$ cat config.mk
export PLATFORM = sky130hd
export DESIGN_NAME = time_entry_loader
export DESIGN_NICKNAME = d
export VERILOG_FILES = /design/src/rtl/time_entry_loader.sv
export SDC_FILE = /design/constraint.sdc
export NUM_CORES = 1
export LEC_CHECK = 0
export BUFFER_PORTS_ARGS = -buffer_cell sky130_fd_sc_hd__clkbuf_2
export CAP_MARGIN = 20
export CORE_MARGIN = 1.5
export CORE_UTILIZATION = 25
export CTS_BUF_LIST = sky130_fd_sc_hd__clkbuf_4
export DETAILED_ROUTE_END_ITERATION = 10
export PLACE_DENSITY = 0.5
export RECOVER_POWER = 100
export SLEW_MARGIN = 10
export SYNTH_ARGS = -nofsm -noshare
export SYNTH_HDL_FRONTEND = slang
export SYNTH_SLANG_ARGS = --single-unit
export TNS_END_PERCENT = 30
$ cat constraint.sdc
create_clock -name clk -period 1.5 [get_ports clk]
set_clock_uncertainty 0.15 [all_clocks]
set_input_delay 0.15 -clock clk [delete_from_list [all_inputs] [get_ports clk]]
set_output_delay 0.15 -clock clk [all_outputs]
set_load 0.005 [all_outputs]
$ cat src/rtl/time_entry_loader.sv
// rtl/time_entry_loader.sv - keypad entry buffer and digit loader for the countdown timer
module time_entry_loader #(
    parameter bit CLEAR_ON_DONE = 1'b1
) (
    input  logic       clk,
    input  logic       clearn,
    input  logic [3:0] key,
    input  logic       key_valid,
    input  logic       start,
    input  logic       cancel,
    output logic [3:0] data,
    output logic       load_so,
    output logic       load_st,
    output logic       load_min,
    output logic       load_done,
    output logic       entry_err,
    output logic       busy,
    output logic [3:0] disp_min,
    output logic [3:0] disp_st,
    output logic [3:0] disp_so,
    output logic [1:0] digit_cnt
);

    typedef enum logic [2:0] {
        IDLE  = 3'd0,
        L_SO  = 3'd1,
        L_ST  = 3'd2,
        L_MIN = 3'd3,
        DONE  = 3'd4
    } state_t;

    state_t     state_q, state_n;
    logic [3:0] min_n, st_n, so_n, data_n;
    logic [1:0] cnt_n;
    logic       load_so_n, load_st_n, load_min_n, load_done_n, entry_err_n, busy_n;

    // State register; reset drops any load in progress
    always_ff @(posedge clk) begin
        if (!clearn) begin
            state_q <= IDLE;
        end else begin
            state_q <= state_n;
        end
    end

    // Next state, next buffer contents, and the output values for the next cycle
    always_comb begin
        state_n     = state_q;
        min_n       = disp_min;
        st_n        = disp_st;
        so_n        = disp_so;
        cnt_n       = digit_cnt;
        entry_err_n = 1'b0;

        case (state_q)
            IDLE: begin
                if (cancel) begin
                    min_n = 4'd0;
                    st_n  = 4'd0;
                    so_n  = 4'd0;
                    cnt_n = 2'd0;
                end else if (start) begin
                    // An empty entry or seconds-tens above 5 is not a valid time
                    if (digit_cnt == 2'd0 || disp_st > 4'd5) begin
                        entry_err_n = 1'b1;
                    end else begin
                        state_n = L_SO;
                    end
                end else if (key_valid && key <= 4'd9) begin
                    min_n = disp_st;
                    st_n  = disp_so;
                    so_n  = key;
                    if (digit_cnt != 2'd3) begin
                        cnt_n = digit_cnt + 2'd1;
                    end
                end
            end
            L_SO, L_ST, L_MIN: begin
                if (cancel) begin
                    state_n = IDLE;
                    min_n   = 4'd0;
                    st_n    = 4'd0;
                    so_n    = 4'd0;
                    cnt_n   = 2'd0;
                end else if (state_q == L_SO) begin
                    state_n = L_ST;
                end else if (state_q == L_ST) begin
                    state_n = L_MIN;
                end else begin
                    state_n = DONE;
                    // Clearing on entry to DONE makes the buffer read 0 alongside load_done
                    if (CLEAR_ON_DONE) begin
                        min_n = 4'd0;
                        st_n  = 4'd0;
                        so_n  = 4'd0;
                        cnt_n = 2'd0;
                    end
                end
            end
            DONE: begin
                state_n = IDLE;
            end
            default: begin
                state_n = IDLE;
            end
        endcase

        // Outputs follow the state being entered so they are registered alongside it
        load_so_n   = (state_n == L_SO);
        load_st_n   = (state_n == L_ST);
        load_min_n  = (state_n == L_MIN);
        load_done_n = (state_n == DONE);
        busy_n      = load_so_n || load_st_n || load_min_n;

        data_n = 4'd0;
        if (load_so_n) begin
            data_n = disp_so;
        end else if (load_st_n) begin
            data_n = disp_st;
        end else if (load_min_n) begin
            data_n = disp_min;
        end
    end

    // Output and buffer registers
    always_ff @(posedge clk) begin
        if (!clearn) begin
            data      <= 4'd0;
            load_so   <= 1'b0;
            load_st   <= 1'b0;
            load_min  <= 1'b0;
            load_done <= 1'b0;
            entry_err <= 1'b0;
            busy      <= 1'b0;
            disp_min  <= 4'd0;
            disp_st   <= 4'd0;
            disp_so   <= 4'd0;
            digit_cnt <= 2'd0;
        end else begin
            data      <= data_n;
            load_so   <= load_so_n;
            load_st   <= load_st_n;
            load_min  <= load_min_n;
            load_done <= load_done_n;
            entry_err <= entry_err_n;
            busy      <= busy_n;
            disp_min  <= min_n;
            disp_st   <= st_n;
            disp_so   <= so_n;
            digit_cnt <= cnt_n;
        end
    end

endmodule
==> results.yml <==
status:
  status: "finished clean"
cells_and_area:
  final_cell_mix: "28 x nand2_1, 27 x clkbuf_2, 23 x dfxtp_1"
  area_growth_syn_to_layout_pct: 39.25
  nNetsFinal: 179
  utilization: 0.3671
  drive_gt1_frac: 0.3772
  diodes: 0
  fin_area_um2: 1620
  layout_commonest_cell: "nand2_1"
  final_cells: 219
cts:
  cts.sinks: 27
  cts_tree: "yes"
  clk_pin_slew_ps: 150
  clk_path_buf_depth: 2
  cts_htree_levels: 1
  root_buffer: "clkbuf_4"
  insertion_delay_ps: 320
  numCtsBuffers: 3
placement:
  dp_hpwl_mm: 2.132
  placed_area_um2: 1450
  portBuffers: 32
  place_inst: 210
  place_congestion: 0.7945
  pre_cts_ws_ps: -60.53
timing:
  rsz0062_at_grt: "true"
  period_needed_ps: 1473
  layout_setup_ws_ps: 27.31
  setup_violations: 0
  fmax_mhz: 679.0
  worst_pin_slew_ps: 470.9
  max-slew-margin-rel: 0.6854
  hold-worst-slack_ps: 47.77
  hold_violations: 0
  tns_ps: 0
  slew_violations: 0
  period_share: 0.9818
route:
  routedWlPerCell_um: 13.71
  drc: 0
  drt-total-wl_mm: 3.002
  drt_pre_antenna_iters: 4
  drtIter0Drc: 66
  vias_per_cell: 4.772
  via_count: 1045
  drt.antenna.violating_nets: 0
critical_path:
  worstPathArrival_ps: 1580
  end_kind: "register"
  cp_top_family: "flip-flops"
  crit_path_end: "disp_min[0]$_SDFFE_PN0P_"
  rr_endpoint: "disp_min[0]$_SDFFE_PN0P_"
  r2r_start: "state_q[1]$_SDFF_PN0_"
  startpoint_type: "register"
  r2r_setup_slack_ps: 30
  critPathRequiredTime_ps: 1610
  critPathSlowestCell: "dfxtp_4"
  crit_path_cell_trace: "nor2_4 > nand4b_4 > a21oi_4 > buf_12 > mux2i_2"
  crit_type: "reg2reg"
  path_buf_inv: 1
  crit_cells: 5
  critPathMaxFanout: 12
  critPathMaxStageDelay_ps: 410
  reg2regPathDepth: 5
  crit_start: "state_q[1]$_SDFF_PN0_"
synth:
  synth_cells: 123
  ys_ff_latch: 27
  yosysWarnings: 0
  yosysUniqueCellTypes: 33
  synth_area_um2: 1164
  yosysSeqAreaShare: 0.4645
  syn_nets: 134
  synth_top_cell_area_share: 0.4645
  avgSynthCellArea_um2: 9.460
  synth_top_cells_by_area: "dfxtp_1 46%, mux2i_1 12%, nand2_1 9.0%, a22o_1 3.0%, a22oi_1 2.6%"
  synth_top_cell_by_area: "dfxtp_1"
min_path:
  hold_path_depth: 2
  min_path_type: "in2reg"
global_routing:
  grt_pass1_vias: 968
  antenna_found_initial: 0
  grt_pass1_wl_mm: 4.464
  grt_max_degree: 15
  grt-ovfl-total: 0
  track_usage: 0.1084
floorplan:
  start_util: 0.2636
  coreArea_um2: 4414
  die_w_um: 71.23
  die_h_um: 71.23
  fp-row-count: 24
  pin_count: 33
  dieArea_um2: 5073
pwr:
  p_leak_nw: 0.6994
  worst_ir_drop_vdd_mv: 0.2947
  p_per_area_nw_per_um2: 784.1
  power_mw: 1.270
run:
  maxCapViolations: 0
==> registers in the layout, summed over array words and instances, names as in the netlist <==
signal,flops
disp_so,4
load_so,1
load_done,1
load_min,1
disp_min,4
busy,1
entry_err,1
disp_st,4
digit_cnt,2
state_q,3
load_st,1
data,4
==> timing repair <==
action                     in CTS  in global routing
hold endpoints to repair        4                  0
setup endpoints to repair      17                 15
hold buffers                    4                  0
setup buffers                   1                  0
gates resized for setup         4                 20
pin swaps                       1                  8
==> kinds of logic (layout without fill, tap and decap cells) <==
group           count (synthesis)  after routing  share of synthesized area
simple gates                   54             54                     0.2365
buf+inv                        10             54                    0.04409
mux                            14             14                     0.1204
fa+ha+maj                       2              2                    0.02150
compound gates                 16             16                     0.1129
flops                          27             27                     0.4645
==> Yosys cell counts <==
cell	instances
a211oi_1	1
mux2i_1	14
nor3b_1	2
clkbuf_1	2
a31oi_1	1
nand2_1	28
nand3_1	1
nor3_1	1
a22oi_1	4
a21oi_4	1
nor2_2	1
nor4_2	1
a22o_1	4
and4b_1	1
a21oi_1	1
dfxtp_1	27
nor2b_1	4
buf_6	1
nor2_1	8
buf_2	2
or2_1	1
o21ai_1	1
buf_4	1
nand4b_2	1
o211a_1	1
nor3b_2	1
inv_1	4
ha_1	2
o211ai_1	1
nand2b_1	1
o31a_1	1
and3_1	1
and2b_1	2
==> cell type report <==
class                   count  area, µm²
clock buffers               4      30.03
fillers                   482       2794
inverters                   4      15.01
multi-input cells          86      668.1
flip-flops and latches     27      548.0
well taps                  52      65.06
repair buffers             46      294.0
==> worst min path at each step <==
stage,start,endpoint
final,start,entry_err$_SDFF_PP0_
after global routing,start,entry_err$_SDFF_PP0_
after CTS,start,entry_err$_SDFF_PP0_
after detailed placement,key[0],disp_so[0]$_SDFFE_PN0P_
after global placement,key[0],disp_so[0]$_SDFFE_PN0P_
after floorplan,key[1],disp_so[1]$_SDFFE_PN0P_
==> report_power, final <==
part | switching [mW] | internal [mW] | leakage, nW | total [mW]
combinational | 0.0888 | 0.0940 | 0.460 | 0.183
clock | 0.220 | 0.122 | 0.0184 | 0.342
sequential | 0.0149 | 0.731 | 0.221 | 0.746
==> routing by layer <==
| metal | global-route usage | vias up | wire (µm) |
|---|---|---|---|
| met5 | 0 | - | 0 |
| met4 | 0.03145 | 0 | 0 |
| met3 | 0.01688 | 0 | 98 |
| met2 | 0.1872 | 20 | 1587 |
| li1 | - | 507 | - |
| met1 | 0.1399 | 518 | 1316 |
Power figures use the tool's default switching activity.
